`config.mk`:
```
export PLATFORM = sky130hd
export DESIGN_NAME = ia_uart_loader_flat
export DESIGN_NICKNAME = d
export VERILOG_FILES = /design/src/rtl/gpu_ia_pkg.sv /design/src/rtl/ia_uart_loader_if.sv /design/src/rtl/uart_rx_byte.sv /design/src/rtl/ia_uart_loader.sv /design/src/flat_wrapper.sv
export SDC_FILE = /design/constraint.sdc
export NUM_CORES = 1
export LEC_CHECK = 0
export CAP_MARGIN = 0
export CORE_ASPECT_RATIO = 1.25
export CORE_MARGIN = 10
export CORE_UTILIZATION = 57
export CTS_BUF_LIST = sky130_fd_sc_hd__clkbuf_16
export DETAILED_ROUTE_END_ITERATION = 8
export GPL_TIMING_DRIVEN = 1
export PLACE_DENSITY = 0.84
export REMOVE_ABC_BUFFERS = 1
export SYNTH_ARGS = -nofsm -noshare
export SYNTH_HDL_FRONTEND = slang
export SYNTH_SLANG_ARGS = --single-unit
export TNS_END_PERCENT = 30
```
`constraint.sdc`:
```
create_clock -name clk -period 2.82 [get_ports clk]
set_clock_uncertainty 0.05 [all_clocks]
set_input_delay 0.846 -clock clk [delete_from_list [all_inputs] [get_ports clk]]
set_output_delay 0.846 -clock clk [all_outputs]
set_load 0.01 [all_outputs]
```
`src/rtl/gpu_ia_pkg.sv`:
```
// Shared constants and types for the GPU input-assembly front end.
// The packet length and index width here match the top-level scene register file.
package gpu_ia_pkg;

    localparam int PACKET_BYTES         = 60;
    localparam int IDX_W                = 7;
    localparam int CLKS_PER_BIT_DEFAULT = 217;

    typedef enum logic [1:0] {
        IDLE,
        START,
        DATA,
        STOP
    } rxState_t;

endpackage

```
`src/rtl/ia_uart_loader_if.sv`:
```
// Bus between the UART loader and the scene register file.
// The master side is the loader: it samples the serial line and drives the write strobes.
interface ia_uart_loader_if;
    import gpu_ia_pkg::*;

    logic             rx;
    logic [7:0]       read_data;
    logic [IDX_W-1:0] idx;
    logic             update_reg;
    logic             pc_ready;
    logic             frame_err;
    logic             busy;

    modport master (
        input  rx,
        output read_data, idx, update_reg, pc_ready, frame_err, busy
    );

    modport slave (
        output rx,
        input  read_data, idx, update_reg, pc_ready, frame_err, busy
    );

endinterface

```
`src/rtl/uart_rx_byte.sv`:
```
// 8N1 byte receiver: line synchronizer, bit-timing FSM and LSB-first shift register.
// The valid or framing-error strobe is combinational, in the cycle the stop bit is sampled.
module uart_rx_byte #(
    parameter int CLKS_PER_BIT = gpu_ia_pkg::CLKS_PER_BIT_DEFAULT
) (
    input  logic       clk,
    input  logic       rst_n,
    input  logic       i_rx,
    output logic       o_byteValid,
    output logic [7:0] o_byte,
    output logic       o_frameErr,
    output logic       o_idle
);
    import gpu_ia_pkg::*;

    localparam int CNT_W = (CLKS_PER_BIT > 1) ? $clog2(CLKS_PER_BIT) : 1;
    localparam logic [CNT_W-1:0] HALF_LOAD = CNT_W'(CLKS_PER_BIT / 2 - 1);
    localparam logic [CNT_W-1:0] FULL_LOAD = CNT_W'(CLKS_PER_BIT - 1);

    logic             r_sync1, r_sync2, r_rxPrev;
    rxState_t         r_state, w_nextState;
    logic [CNT_W-1:0] r_cnt, w_nextCnt;
    logic [2:0]       r_bitIdx, w_nextBitIdx;
    logic [7:0]       r_shift, w_nextShift;
    logic             w_fall, w_expire, w_byteValid, w_frameErr;

    assign w_fall   = r_rxPrev & ~r_sync2;
    assign w_expire = (r_cnt == '0);

    // Presetting the chain to the idle level keeps reset release from looking like a start edge.
    always_ff @(posedge clk or negedge rst_n) begin
        if (!rst_n) begin
            r_sync1  <= 1'b1;
            r_sync2  <= 1'b1;
            r_rxPrev <= 1'b1;
        end else begin
            r_sync1  <= i_rx;
            r_sync2  <= r_sync1;
            r_rxPrev <= r_sync2;
        end
    end

    always_ff @(posedge clk or negedge rst_n) begin
        if (!rst_n) begin
            r_state  <= IDLE;
            r_cnt    <= HALF_LOAD;
            r_bitIdx <= 3'd0;
            r_shift  <= 8'd0;
        end else begin
            r_state  <= w_nextState;
            r_cnt    <= w_nextCnt;
            r_bitIdx <= w_nextBitIdx;
            r_shift  <= w_nextShift;
        end
    end

    // Counter reaching zero marks a sample point; each sample reloads a full bit period.
    always_comb begin
        w_nextState  = r_state;
        w_nextCnt    = w_expire ? FULL_LOAD : r_cnt - CNT_W'(1);
        w_nextBitIdx = r_bitIdx;
        w_nextShift  = r_shift;
        w_byteValid  = 1'b0;
        w_frameErr   = 1'b0;
        case (r_state)
            IDLE: begin
                w_nextCnt = HALF_LOAD;
                if (w_fall) w_nextState = START;
            end
            START: begin
                if (w_expire) begin
                    w_nextBitIdx = 3'd0;
                    w_nextState  = r_sync2 ? IDLE : DATA;
                end
            end
            DATA: begin
                if (w_expire) begin
                    w_nextShift  = {r_sync2, r_shift[7:1]};
                    w_nextBitIdx = r_bitIdx + 3'd1;
                    if (r_bitIdx == 3'd7) w_nextState = STOP;
                end
            end
            STOP: begin
                if (w_expire) begin
                    w_nextState = IDLE;
                    w_byteValid = r_sync2;
                    w_frameErr  = ~r_sync2;
                end
            end
            default: w_nextState = IDLE;
        endcase
    end

    assign o_byteValid = w_byteValid;
    assign o_frameErr  = w_frameErr;
    assign o_byte      = r_shift;
    assign o_idle      = (r_state == IDLE);

endmodule

```
`src/rtl/ia_uart_loader.sv`:
```
// Scene-packet loader: turns received UART bytes into indexed register-file writes
// and flags packet completion; a long mid-packet silence resynchronises the index.
module ia_uart_loader #(
    parameter int CLKS_PER_BIT = gpu_ia_pkg::CLKS_PER_BIT_DEFAULT,
    parameter int PACKET_BYTES = gpu_ia_pkg::PACKET_BYTES,
    parameter int TIMEOUT_CLKS = 4340
) (
    input  logic              clk,
    input  logic              rst_n,
    ia_uart_loader_if.master  bus
);
    import gpu_ia_pkg::*;

    localparam int TO_W = (TIMEOUT_CLKS > 1) ? $clog2(TIMEOUT_CLKS) : 1;
    localparam logic [TO_W-1:0]  TO_LAST  = TO_W'(TIMEOUT_CLKS - 1);
    localparam logic [IDX_W-1:0] LAST_IDX = IDX_W'(PACKET_BYTES - 1);

    logic             w_byteValid, w_frameErr, w_idle, w_timeout;
    logic [7:0]       w_byte;
    logic [7:0]       r_readData;
    logic [IDX_W-1:0] r_idx, r_pktIdx;
    logic             r_updateReg, r_frameErr, r_pcReady;
    logic [TO_W-1:0]  r_toCnt;

    uart_rx_byte #(
        .CLKS_PER_BIT (CLKS_PER_BIT)
    ) u_rx (
        .clk         (clk),
        .rst_n       (rst_n),
        .i_rx        (bus.rx),
        .o_byteValid (w_byteValid),
        .o_byte      (w_byte),
        .o_frameErr  (w_frameErr),
        .o_idle      (w_idle)
    );

    assign w_timeout = w_idle && (r_pktIdx != '0) && (r_toCnt == TO_LAST);

    // pc_ready trails the strobe for the last byte by one cycle, never overlapping it.
    always_ff @(posedge clk or negedge rst_n) begin
        if (!rst_n) begin
            r_readData  <= 8'd0;
            r_idx       <= '0;
            r_pktIdx    <= '0;
            r_updateReg <= 1'b0;
            r_frameErr  <= 1'b0;
            r_pcReady   <= 1'b0;
        end else begin
            r_updateReg <= w_byteValid;
            r_frameErr  <= w_frameErr;
            r_pcReady   <= r_updateReg && (r_idx == LAST_IDX);
            if (w_byteValid) begin
                r_readData <= w_byte;
                r_idx      <= r_pktIdx;
                r_pktIdx   <= (r_pktIdx == LAST_IDX) ? '0 : r_pktIdx + IDX_W'(1);
            end else if (w_frameErr || w_timeout) begin
                r_pktIdx   <= '0;
            end
        end
    end

    // Counts consecutive idle cycles only while a packet is partially received.
    always_ff @(posedge clk or negedge rst_n) begin
        if (!rst_n) begin
            r_toCnt <= '0;
        end else if (w_idle && (r_pktIdx != '0) && !w_timeout) begin
            r_toCnt <= r_toCnt + TO_W'(1);
        end else begin
            r_toCnt <= '0;
        end
    end

    assign bus.read_data  = r_readData;
    assign bus.idx        = r_idx;
    assign bus.update_reg = r_updateReg;
    assign bus.frame_err  = r_frameErr;
    assign bus.pc_ready   = r_pcReady;
    assign bus.busy       = ~w_idle | (r_pktIdx != '0);

endmodule

```
`src/flat_wrapper.sv`:
```
// flat-port wrapper written by rule: the top's interface ports become plain ports
module ia_uart_loader_flat import gpu_ia_pkg::*;
#(
    parameter int CLKS_PER_BIT = gpu_ia_pkg::CLKS_PER_BIT_DEFAULT,
    parameter int PACKET_BYTES = gpu_ia_pkg::PACKET_BYTES,
    parameter int TIMEOUT_CLKS = 4340
)
  (clk, rst_n, bus_rx, bus_read_data, bus_idx, bus_update_reg, bus_pc_ready, bus_frame_err, bus_busy);
  ia_uart_loader_if bus_i ();
  input  logic clk;
  input  logic rst_n;
  input wire logic [$bits(bus_i.rx)-1:0] bus_rx;
  output wire logic [$bits(bus_i.read_data)-1:0] bus_read_data;
  output wire logic [$bits(bus_i.idx)-1:0] bus_idx;
  output wire logic [$bits(bus_i.update_reg)-1:0] bus_update_reg;
  output wire logic [$bits(bus_i.pc_ready)-1:0] bus_pc_ready;
  output wire logic [$bits(bus_i.frame_err)-1:0] bus_frame_err;
  output wire logic [$bits(bus_i.busy)-1:0] bus_busy;
  assign bus_i.rx = bus_rx;
  assign bus_read_data = bus_i.read_data;
  assign bus_idx = bus_i.idx;
  assign bus_update_reg = bus_i.update_reg;
  assign bus_pc_ready = bus_i.pc_ready;
  assign bus_frame_err = bus_i.frame_err;
  assign bus_busy = bus_i.busy;
  ia_uart_loader #(.CLKS_PER_BIT(CLKS_PER_BIT), .PACKET_BYTES(PACKET_BYTES), .TIMEOUT_CLKS(TIMEOUT_CLKS)) u_core (.clk(clk), .rst_n(rst_n), .bus(bus_i));
endmodule
```
==> results of run 1 <==
worst max-delay path by stage:
stage	slack, ns	cells after the start	to	start
finish	-0.01	5	bus_busy	u_core.r_pktIdx[0]
detailed placement	-0.03	5	bus_busy	u_core.r_pktIdx[0]
global placement	0.004	5	bus_busy	u_core.r_pktIdx[0]
floorplan	0.40	4	bus_busy	u_core.r_pktIdx[0]
global route	-0.05	5	bus_busy	u_core.r_pktIdx[0]
CTS	-0.01	5	bus_busy	u_core.r_pktIdx[0]
per-layer routing:
layer	track usage (%)	wire length [um]	up-vias
li1	-	-	946
met1	16.5	2360	1003
met2	24.5	3040	47
met3	3.81	266	10
met4	6.71	119	0
met5	0	0	-
where the power goes:
part	switching [mW]	total [mW]	internal, mW
Combinational	0.160	0.281	0.121
Clock	0.349	0.919	0.570
Sequential	0.0878	1.07	0.986
Total	0.597	2.27	1.68
critical path: stages, from the launching register on:
cell and delay [ns]:
sky130_fd_sc_hd__dfrtp_1 0.39, sky130_fd_sc_hd__inv_2 0.07, sky130_fd_sc_hd__ha_1 0.14, sky130_fd_sc_hd__or4b_4 0.46, sky130_fd_sc_hd__or4_1 0.40, sky130_fd_sc_hd__buf_2 0.15
timing repair:
action | 4_1_cts | 5_1_grt
endpoints found under the setup margin | 1 | 1
buffers inserted | 0 | 3
hold endpoints to repair | 0 | 0
gates resized for setup | 5 | 0
layout by cell type, fill, tap and decap left out, types with 3 or more instances in the layout:
cell,synthesis,routed
sky130_fd_sc_hd__clkbuf_16,0,9
sky130_fd_sc_hd__nand3_1,13,13
sky130_fd_sc_hd__dfrtp_1,54,54
sky130_fd_sc_hd__and4_1,4,4
sky130_fd_sc_hd__mux2_2,16,16
sky130_fd_sc_hd__inv_1,6,8
sky130_fd_sc_hd__dfstp_2,8,8
sky130_fd_sc_hd__clkinv_1,0,4
sky130_fd_sc_hd__nor3_1,4,4
sky130_fd_sc_hd__ha_1,6,6
sky130_fd_sc_hd__buf_4,2,15
sky130_fd_sc_hd__a211o_1,4,4
sky130_fd_sc_hd__nor3b_1,3,3
sky130_fd_sc_hd__nor2_1,23,23
sky130_fd_sc_hd__xnor2_1,8,8
sky130_fd_sc_hd__o21ai_0,8,8
sky130_fd_sc_hd__nand2_1,11,11
sky130_fd_sc_hd__xor2_1,7,7
sky130_fd_sc_hd__nand4_1,5,5
sky130_fd_sc_hd__a21oi_1,4,4
sky130_fd_sc_hd__mux2_4,8,8
sky130_fd_sc_hd__nor4_1,4,4
sky130_fd_sc_hd__clkdlybuf4s50_1,0,19
sky130_fd_sc_hd__a22o_1,3,3
cell type report:
type,instances,area [sq um]
Inverter,6,22.5
Clock buffer,9,225
Clock inverter,7,26.3
Tap cell,62,77.6
Multi-Input combinational cell,162,1280
Timing Repair Buffer,36,313
Fill cell,359,1500
Sequential cell,62,1560
metrics by stage:
stage                     total power [mW]  setup TNS [ns]  util (%)
after floorplan                       1.27               0         -
after CTS                             2.29         -0.0135      69.6
after global placement                1.35               0      64.7
after detailed placement              1.36         -0.0294      64.7
after global routing                  2.37         -0.0466      70.0
final                                 2.27         -0.0146      70.0
cells by family after synthesis:
kind of cell             Yosys count
buffers and inverters             12
AO/OA/AOI/OAI                     27
flip-flops                        62
multiplexers                      25
adder cells (fa/ha/maj)            6
AND/OR/NAND/NOR                   89
XOR/XNOR                          15
==> report_table.html, run 1 <==
<table>
<tr><th>Metric</th><th>Value</th></tr>
<tr><th colspan="2">Outcome</th></tr>
<tr><td>Result of the run</td><td>complete, but fails checks</td></tr>
<tr><td>Failing checks</td><td>negative setup slack</td></tr>
<tr><th colspan="2">Placed design</th></tr>
<tr><td>Final estimated routing congestion in global placement</td><td>0.800</td></tr>
<tr><td>Instance area at placement</td><td>0.00324 sq mm</td></tr>
<tr><td># placed instances</td><td>325</td></tr>
<tr><td>DP Worst Slack</td><td>-0.0294 ns</td></tr>
<tr><td>Buffers added on ports</td><td>21</td></tr>
<tr><td>Post-DP HPWL</td><td>3.90 mm</td></tr>
<tr><th colspan="2">Synth</th></tr>
<tr><td>Synth Area in Compound Gates</td><td>6.92%</td></tr>
<tr><td>Top cell type by total area after synthesis</td><td>sky130_fd_sc_hd__dfrtp_1</td></tr>
<tr><td>Instance count of the mapped netlist</td><td>236</td></tr>
<tr><td>Post-synth EDFFs</td><td>0</td></tr>
<tr><td>Synthesized cell area</td><td>0.00291 sq mm</td></tr>
<tr><td>Synthesis-stage register bit count</td><td>62</td></tr>
<tr><td>Predominant post-synthesis flop cell</td><td>sky130_fd_sc_hd__dfrtp_1</td></tr>
<tr><td>Synth async-reset ratio</td><td>100%</td></tr>
<tr><td>Multiplexer fraction of the synthesized cell area</td><td>10.7%</td></tr>
<tr><td>Sequential area share after synthesis</td><td>53.7%</td></tr>
<tr><td>Total of warnings raised by yosys</td><td>0</td></tr>
<tr><td>Library cells used by synthesis</td><td>53</td></tr>
<tr><td>Post-synthesis share of cell area spent on and, or, nand and nor gates</td><td>19.4%</td></tr>
<tr><td>Synth cell count leaders</td><td>sky130_fd_sc_hd__dfrtp_1, sky130_fd_sc_hd__nor2_1, sky130_fd_sc_hd__mux2_2</td></tr>
<tr><td>Top-area cell type share of the netlist area</td><td>46.5%</td></tr>
<tr><td>Mean area per synthesized cell</td><td>12.3 sq um</td></tr>
<tr><td>Dominant combinational cell family by area after synthesis</td><td>simple AND/OR/NAND/NOR gates</td></tr>
<tr><td>Top area cells in the synthesized netlist</td><td>sky130_fd_sc_hd__dfrtp_1, sky130_fd_sc_hd__dfstp_2, sky130_fd_sc_hd__mux2_2</td></tr>
<tr><td>Adder-cell share of the synthesized area</td><td>2.58%</td></tr>
<tr><td>Fraction of synthesized cell area in xor and xnor cells</td><td>4.52%</td></tr>
<tr><td>Top-count cell post-synth</td><td>sky130_fd_sc_hd__dfrtp_1</td></tr>
<tr><th colspan="2">Pwr</th></tr>
<tr><td>Static Leakage</td><td>1.66 nW</td></tr>
<tr><td>Cell area power density</td><td>648 mW/mm^2</td></tr>
<tr><td>Worst IR drop on VDD</td><td>0.000427 V</td></tr>
<tr><th colspan="2">Floorplan</th></tr>
<tr><td>Initial core utilization</td><td>58.1%</td></tr>
<tr><td>Placeable core area</td><td>0.00501 sq mm</td></tr>
<tr><td>Number of rows created at floorplan</td><td>29</td></tr>
<tr><td>Top-Level Pins</td><td>22</td></tr>
<tr><td>Die Ht</td><td>99.9 um</td></tr>
<tr><td>Die area</td><td>0.00838 sq mm</td></tr>
<tr><td>Horizontal die dimension</td><td>83.9 um</td></tr>
<tr><th colspan="2">Timing</th></tr>
<tr><td>Maximum clock frequency</td><td>0.353 GHz</td></tr>
<tr><td>RSZ-0062 raised after global routing</td><td>yes</td></tr>
<tr><td>Final hold slack</td><td>0.303 ns</td></tr>
<tr><td>Final critical path time including I/O delays and setup</td><td>2.83 ns</td></tr>
<tr><td>Final Worst Setup Slack</td><td>-0.0146 ns</td></tr>
<tr><td>Period utilization</td><td>101%</td></tr>
<tr><td>Max-Slew Margin vs Limit</td><td>63.4%</td></tr>
<tr><td>Final Hold Fails</td><td>0</td></tr>
<tr><td>Worst Max-Slew Pin Slew</td><td>0.550 ns</td></tr>
<tr><td>Number of slew-limit violations in the final report</td><td>0</td></tr>
<tr><td>Final setup vio count</td><td>1</td></tr>
<tr><th colspan="2">Critical path</th></tr>
<tr><td>Reg2reg end</td><td>u_core.r_toCnt[3]</td></tr>
<tr><td>Arrival time of the worst setup path</td><td>1.94 ns</td></tr>
<tr><td>Reg2Reg Launch Point</td><td>u_core.r_pktIdx[0]</td></tr>
<tr><td>Worst R2R Setup Slack</td><td>0.57 ns</td></tr>
<tr><td>Reg2Reg Depth</td><td>7</td></tr>
<tr><td>Kind of start point of the critical path</td><td>flop</td></tr>
<tr><td>CP endpoint kind</td><td>output pin</td></tr>
<tr><td>Required time at the worst-slack endpoint</td><td>1.92 ns</td></tr>
<tr><td>Start-to-end type of the worst setup path</td><td>reg2out</td></tr>
<tr><td>Largest driver fanout on the critical path</td><td>3</td></tr>
<tr><th colspan="2">Cells and area</th></tr>
<tr><td>Number of antenna repair diodes</td><td>0</td></tr>
<tr><td>Post-route cell area</td><td>0.00351 sq mm</td></tr>
<tr><td>Fin nets</td><td>286</td></tr>
<tr><td>Number of flip-flops under the largest register name</td><td>13</td></tr>
<tr><td>Area growth, synth to finish</td><td>20.6%</td></tr>
<tr><td>Post-route insts no fill</td><td>344</td></tr>
<tr><td>Share of layout cells above drive strength 1</td><td>25.2%</td></tr>
<tr><td>Biggest register</td><td>u_core.r_toCnt</td></tr>
<tr><th colspan="2">Detailed routing</th></tr>
<tr><td>Drt pass-1 iters</td><td>4</td></tr>
<tr><td>Final routed wirelength across all metal layers</td><td>5.79 mm</td></tr>
<tr><td>Remaining antenna violation count</td><td>0</td></tr>
<tr><td>Vias</td><td>2006</td></tr>
<tr><td>Post-route DRC violation count</td><td>0</td></tr>
<tr><td>Starting DRC count in detailed routing</td><td>197</td></tr>
<tr><td>Number of vias per cell</td><td>5.83</td></tr>
<tr><td>Routed length per placed instance</td><td>16.8 um</td></tr>
<tr><th colspan="2">Min path</th></tr>
<tr><td>Type of the tightest min-delay check</td><td>reg2reg</td></tr>
<tr><td>Hold path cells</td><td>0</td></tr>
<tr><td>Hold endpoint</td><td>u_core.u_rx.r_sync2</td></tr>
<tr><td>Worst Min Path Start</td><td>u_core.u_rx.r_sync1</td></tr>
<tr><th colspan="2">Global route</th></tr>
<tr><td>Number of antenna violations at the first check in global routing</td><td>0</td></tr>
<tr><td>Via count of the first global-routing pass</td><td>2070</td></tr>
<tr><td>Global route overflow</td><td>0</td></tr>
<tr><td>All-layer global routing usage</td><td>14.4%</td></tr>
<tr><td>Maximum number of pins on one net before global-route repair</td><td>26</td></tr>
<tr><td>First-pass GRT wire length</td><td>9.84 mm</td></tr>
<tr><th colspan="2">CTS</th></tr>
<tr><td>CTS buffer count</td><td>9</td></tr>
<tr><td>Hold-fix buffers at CTS</td><td>0</td></tr>
<tr><td>Sinks on Clock Net</td><td>62</td></tr>
<tr><td>Number of buffers on the longest clock path</td><td>2</td></tr>
<tr><td>Buffer type at the clock tree root</td><td>sky130_fd_sc_hd__clkbuf_16</td></tr>
<tr><td>Clock transition time at the flip-flop clock pins of the worst setup and hold paths</td><td>0.05 ns</td></tr>
<tr><td>TritonCTS clock tree</td><td>built</td></tr>
<tr><td>H-tree level count</td><td>3</td></tr>
<tr><td>Worst-Skew Late Latency</td><td>0.33 ns</td></tr>
<tr><th colspan="2">Job</th></tr>
<tr><td>Max-capacitance violation count</td><td>0</td></tr>
</table>
Note: power is estimated with default switching activity, not from simulation.
==> inputs of run 2 (changes only) <==
--- a/config.mk
+++ b/config.mk
@@ -5,15 +5,15 @@
 export SDC_FILE = /design/constraint.sdc
 export NUM_CORES = 1
 export LEC_CHECK = 0
-export CAP_MARGIN = 0
+export CAP_MARGIN = 10
 export CORE_ASPECT_RATIO = 1.25
 export CORE_MARGIN = 10
 export CORE_UTILIZATION = 57
-export CTS_BUF_LIST = sky130_fd_sc_hd__clkbuf_16
 export DETAILED_ROUTE_END_ITERATION = 8
 export GPL_TIMING_DRIVEN = 1
 export PLACE_DENSITY = 0.84
 export REMOVE_ABC_BUFFERS = 1
+export SLEW_MARGIN = 40
 export SYNTH_ARGS = -nofsm -noshare
 export SYNTH_HDL_FRONTEND = slang
 export SYNTH_SLANG_ARGS = --single-unit
==> run 2 against run 1 <==
Net effect: largest cell class unchanged; hold slack gained 0.0018 ns; the run still ends with negative setup slack left; first-iteration DRC count fell by 12%; power fell by 9.0%; cell count stayed put.
==> report_table.html, run 2 (same netlist as run 1, synthesis figures left out) <==
<table>
<tr><th>Metric</th><th>Value</th></tr>
<tr><th colspan="2">Timing</th></tr>
<tr><td>Worst Max-Slew Pin Slew</td><td>0.548 ns</td></tr>
<tr><td>Final Hold Fails</td><td>0</td></tr>
<tr><td>Maximum clock frequency</td><td>0.351 GHz</td></tr>
<tr><td>Final critical path time including I/O delays and setup</td><td>2.85 ns</td></tr>
<tr><td>RSZ-0062 raised after global routing</td><td>yes</td></tr>
<tr><td>Max-Slew Margin vs Limit</td><td>63.4%</td></tr>
<tr><td>Number of slew-limit violations in the final report</td><td>0</td></tr>
<tr><td>Setup TNS after final layout</td><td>-0.0297 ns</td></tr>
<tr><td>Period utilization</td><td>101%</td></tr>
<tr><td>Final Worst Setup Slack</td><td>-0.0297 ns</td></tr>
<tr><td>Final setup vio count</td><td>1</td></tr>
<tr><th colspan="2">Critical path</th></tr>
<tr><td>Start-to-end type of the worst setup path</td><td>reg2out</td></tr>
<tr><td>Largest delay contributor family on the critical path</td><td>simple AND/OR/NAND/NOR gates</td></tr>
<tr><td>Critical path buffers and inverters</td><td>2</td></tr>
<tr><td>Slowest cell on the critical path</td><td>sky130_fd_sc_hd__or4b_4</td></tr>
<tr><td>Largest driver fanout on the critical path</td><td>3</td></tr>
<tr><td>Required time at the worst-slack endpoint</td><td>1.92 ns</td></tr>
<tr><td>Cell Chain, Critical Path</td><td>inv_2 &gt; ha_1 &gt; or4b_4 &gt; or4_1 &gt; buf_2</td></tr>
<tr><td>CP endpoint kind</td><td>output pin</td></tr>
<tr><td>Kind of start point of the critical path</td><td>flop</td></tr>
<tr><td>Largest stage delay on the critical path</td><td>0.46 ns</td></tr>
<tr><td>Arrival time of the worst setup path</td><td>1.95 ns</td></tr>
<tr><th colspan="2">Floorplan</th></tr>
<tr><td>Placeable core area</td><td>0.00501 sq mm</td></tr>
<tr><td>Top-Level Pins</td><td>22</td></tr>
<tr><td>Horizontal die dimension</td><td>83.9 um</td></tr>
<tr><td>Die Ht</td><td>99.9 um</td></tr>
<tr><td>Number of rows created at floorplan</td><td>29</td></tr>
<tr><td>Initial core utilization</td><td>58.1%</td></tr>
<tr><td>Die area</td><td>0.00838 sq mm</td></tr>
<tr><th colspan="2">Global route</th></tr>
<tr><td>Global route overflow</td><td>0</td></tr>
<tr><td>All-layer global routing usage</td><td>13.8%</td></tr>
<tr><td>Via count of the first global-routing pass</td><td>2039</td></tr>
<tr><td>Maximum number of pins on one net before global-route repair</td><td>26</td></tr>
<tr><td>Number of antenna violations at the first check in global routing</td><td>0</td></tr>
<tr><td>First-pass GRT wire length</td><td>9.50 mm</td></tr>
<tr><th colspan="2">Cells and area</th></tr>
<tr><td>Post-route cell area</td><td>0.00345 sq mm</td></tr>
<tr><td>Biggest register</td><td>u_core.r_toCnt</td></tr>
<tr><td>Number of flip-flops under the largest register name</td><td>13</td></tr>
<tr><td>Number of antenna repair diodes</td><td>0</td></tr>
<tr><td>Core occupancy in the finished layout</td><td>68.8%</td></tr>
<tr><td>Fin nets</td><td>286</td></tr>
<tr><td>Leading cell type in the layout, fill and taps excluded</td><td>sky130_fd_sc_hd__dfrtp_1</td></tr>
<tr><td>Area growth, synth to finish</td><td>18.5%</td></tr>
<tr><td>Share of layout cells above drive strength 1</td><td>26.6%</td></tr>
<tr><td>Commonest non-fill, non-tap cells in the layout</td><td>sky130_fd_sc_hd__dfrtp_1, sky130_fd_sc_hd__nor2_1, sky130_fd_sc_hd__clkdlybuf4s50_1</td></tr>
<tr><th colspan="2">Pwr</th></tr>
<tr><td>Static Leakage</td><td>1.62 nW</td></tr>
<tr><td>Worst IR drop on VDD</td><td>0.000473 V</td></tr>
<tr><td>Power consumption</td><td>2.07 mW</td></tr>
<tr><td>Cell area power density</td><td>601 mW/mm^2</td></tr>
<tr><th colspan="2">CTS</th></tr>
<tr><td>Sinks on Clock Net</td><td>62</td></tr>
<tr><td>H-tree level count</td><td>3</td></tr>
<tr><td>Clock transition time at the flip-flop clock pins of the worst setup and hold paths</td><td>0.06 ns</td></tr>
<tr><td>TritonCTS clock tree</td><td>built</td></tr>
<tr><td>CTS buffer count</td><td>9</td></tr>
<tr><td>Hold-fix buffers at CTS</td><td>0</td></tr>
<tr><td>Buffer type at the clock tree root</td><td>sky130_fd_sc_hd__clkbuf_8</td></tr>
<tr><td>Worst-Skew Late Latency</td><td>0.34 ns</td></tr>
<tr><td>Number of buffers on the longest clock path</td><td>2</td></tr>
<tr><th colspan="2">Detailed routing</th></tr>
<tr><td>Starting DRC count in detailed routing</td><td>173</td></tr>
<tr><td>Final routed wirelength across all metal layers</td><td>5.43 mm</td></tr>
<tr><td>Vias</td><td>1960</td></tr>
<tr><td>Routed length per placed instance</td><td>15.8 um</td></tr>
<tr><td>Drt pass-1 iters</td><td>4</td></tr>
<tr><td>Remaining antenna violation count</td><td>0</td></tr>
<tr><td>Post-route DRC violation count</td><td>0</td></tr>
<tr><td>Number of vias per cell</td><td>5.70</td></tr>
<tr><th colspan="2">Outcome</th></tr>
<tr><td>Failing checks</td><td>negative setup slack</td></tr>
<tr><td>Result of the run</td><td>complete, but fails checks</td></tr>
<tr><th colspan="2">Placed design</th></tr>
<tr><td>Post-DP HPWL</td><td>3.90 mm</td></tr>
<tr><td>Final estimated routing congestion in global placement</td><td>0.800</td></tr>
<tr><td>Buffers added on ports</td><td>21</td></tr>
<tr><td>Instance area at placement</td><td>0.00324 sq mm</td></tr>
<tr><th colspan="2">Job</th></tr>
<tr><td>Max-capacitance violation count</td><td>0</td></tr>
<tr><th colspan="2">Min path</th></tr>
<tr><td>Type of the tightest min-delay check</td><td>reg2reg</td></tr>
</table>
==> run 2: cell types whose count changed in the layout (fill, tap and decap cells not counted), sizes merged <==
cell | before | now
clkbuf | 9 | 16
inv | 9 | 6
clkinv | 4 | 0
==> run 2: layout make-up <==
type                    instances  area (sq um)
repair buffers                 36           313
flip-flops and latches         62          1560
fillers                       368          1560
multi-input cells             162          1280
inverters                       6          22.5
well taps                      62          77.6
clock buffers                  16           190
==> run 2: worst register-to-register path, cell delays in order (launching register included) <==
cell                       delay, ns
sky130_fd_sc_hd__dfrtp_1        0.39
sky130_fd_sc_hd__inv_2          0.07
sky130_fd_sc_hd__ha_1           0.15
sky130_fd_sc_hd__or4b_4         0.46
sky130_fd_sc_hd__buf_4          0.16
sky130_fd_sc_hd__o31ai_4        0.23
sky130_fd_sc_hd__nand2b_1       0.46
sky130_fd_sc_hd__nor2_1         0.12
==> run 2: power by group <==
part	internal (mW)	switching [mW]	total [mW]	leakage, nW
registers	0.984	0.0864	1.07	0.829
clock network	0.416	0.307	0.723	0.0970
logic	0.121	0.155	0.275	0.694
==> run 2: what timing repair did <==
| item | CTS | global route |
|---|---|---|
| resized for setup | 5 | 0 |
| endpoints found under the hold margin | 0 | 0 |
| endpoints found under the setup margin | 1 | 1 |
| buffers inserted | 0 | 3 |
==> run 2: stage by stage <==
stage,instances,hold WS (ns),setup slack [ns]
final,344,0.304,-0.0297
after global routing,344,0.309,-0.0681
after CTS,341,0.305,-0.0333
after detailed placement,325,0.297,-0.0294
after global placement,325,0.295,0.00413
after floorplan,230,0.295,0.400
==> run 2: per-layer routing <==
layer / wire, um / GRT usage (%)
met5: 0 / 0
met4: 119 / 7.87
met3: 143 / 3.48
met2: 2750 / 22.9
met1: 2420 / 15.8
==> run 2: path summary, 6_finish.rpt <==
| kind | start | end | slack [ns] | depth (start not counted) |
|---|---|---|---|---|
| hold reg to reg | u_core.u_rx.r_sync1 | u_core.u_rx.r_sync2 | 0.30 | 0 |
| max in group asynchronous | rst_n | u_core.u_rx.r_cnt[0] | 1.56 | 2 |
| setup reg to reg | u_core.r_pktIdx[0] | u_core.r_toCnt[3] | 0.61 | 7 |
| setup / recovery | u_core.r_pktIdx[0] | bus_busy | -0.03 | 5 |
| min in group asynchronous | rst_n | u_core.u_rx.r_state[0] | 0.44 | 1 |
| hold / removal | u_core.u_rx.r_sync1 | u_core.u_rx.r_sync2 | 0.30 | 0 |
==> inputs of run 3 (changes only) <==
--- a/config.mk
+++ b/config.mk
@@ -9,11 +9,11 @@
 export CORE_ASPECT_RATIO = 1.25
 export CORE_MARGIN = 10
 export CORE_UTILIZATION = 57
+export CTS_CLUSTER_DIAMETER = 40
 export DETAILED_ROUTE_END_ITERATION = 8
 export GPL_TIMING_DRIVEN = 1
 export PLACE_DENSITY = 0.84
 export REMOVE_ABC_BUFFERS = 1
-export SLEW_MARGIN = 40
 export SYNTH_ARGS = -nofsm -noshare
 export SYNTH_HDL_FRONTEND = slang
 export SYNTH_SLANG_ARGS = --single-unit
==> results of run 3 <==
The final DEF is identical to that of run 2; final timing and power are the same.
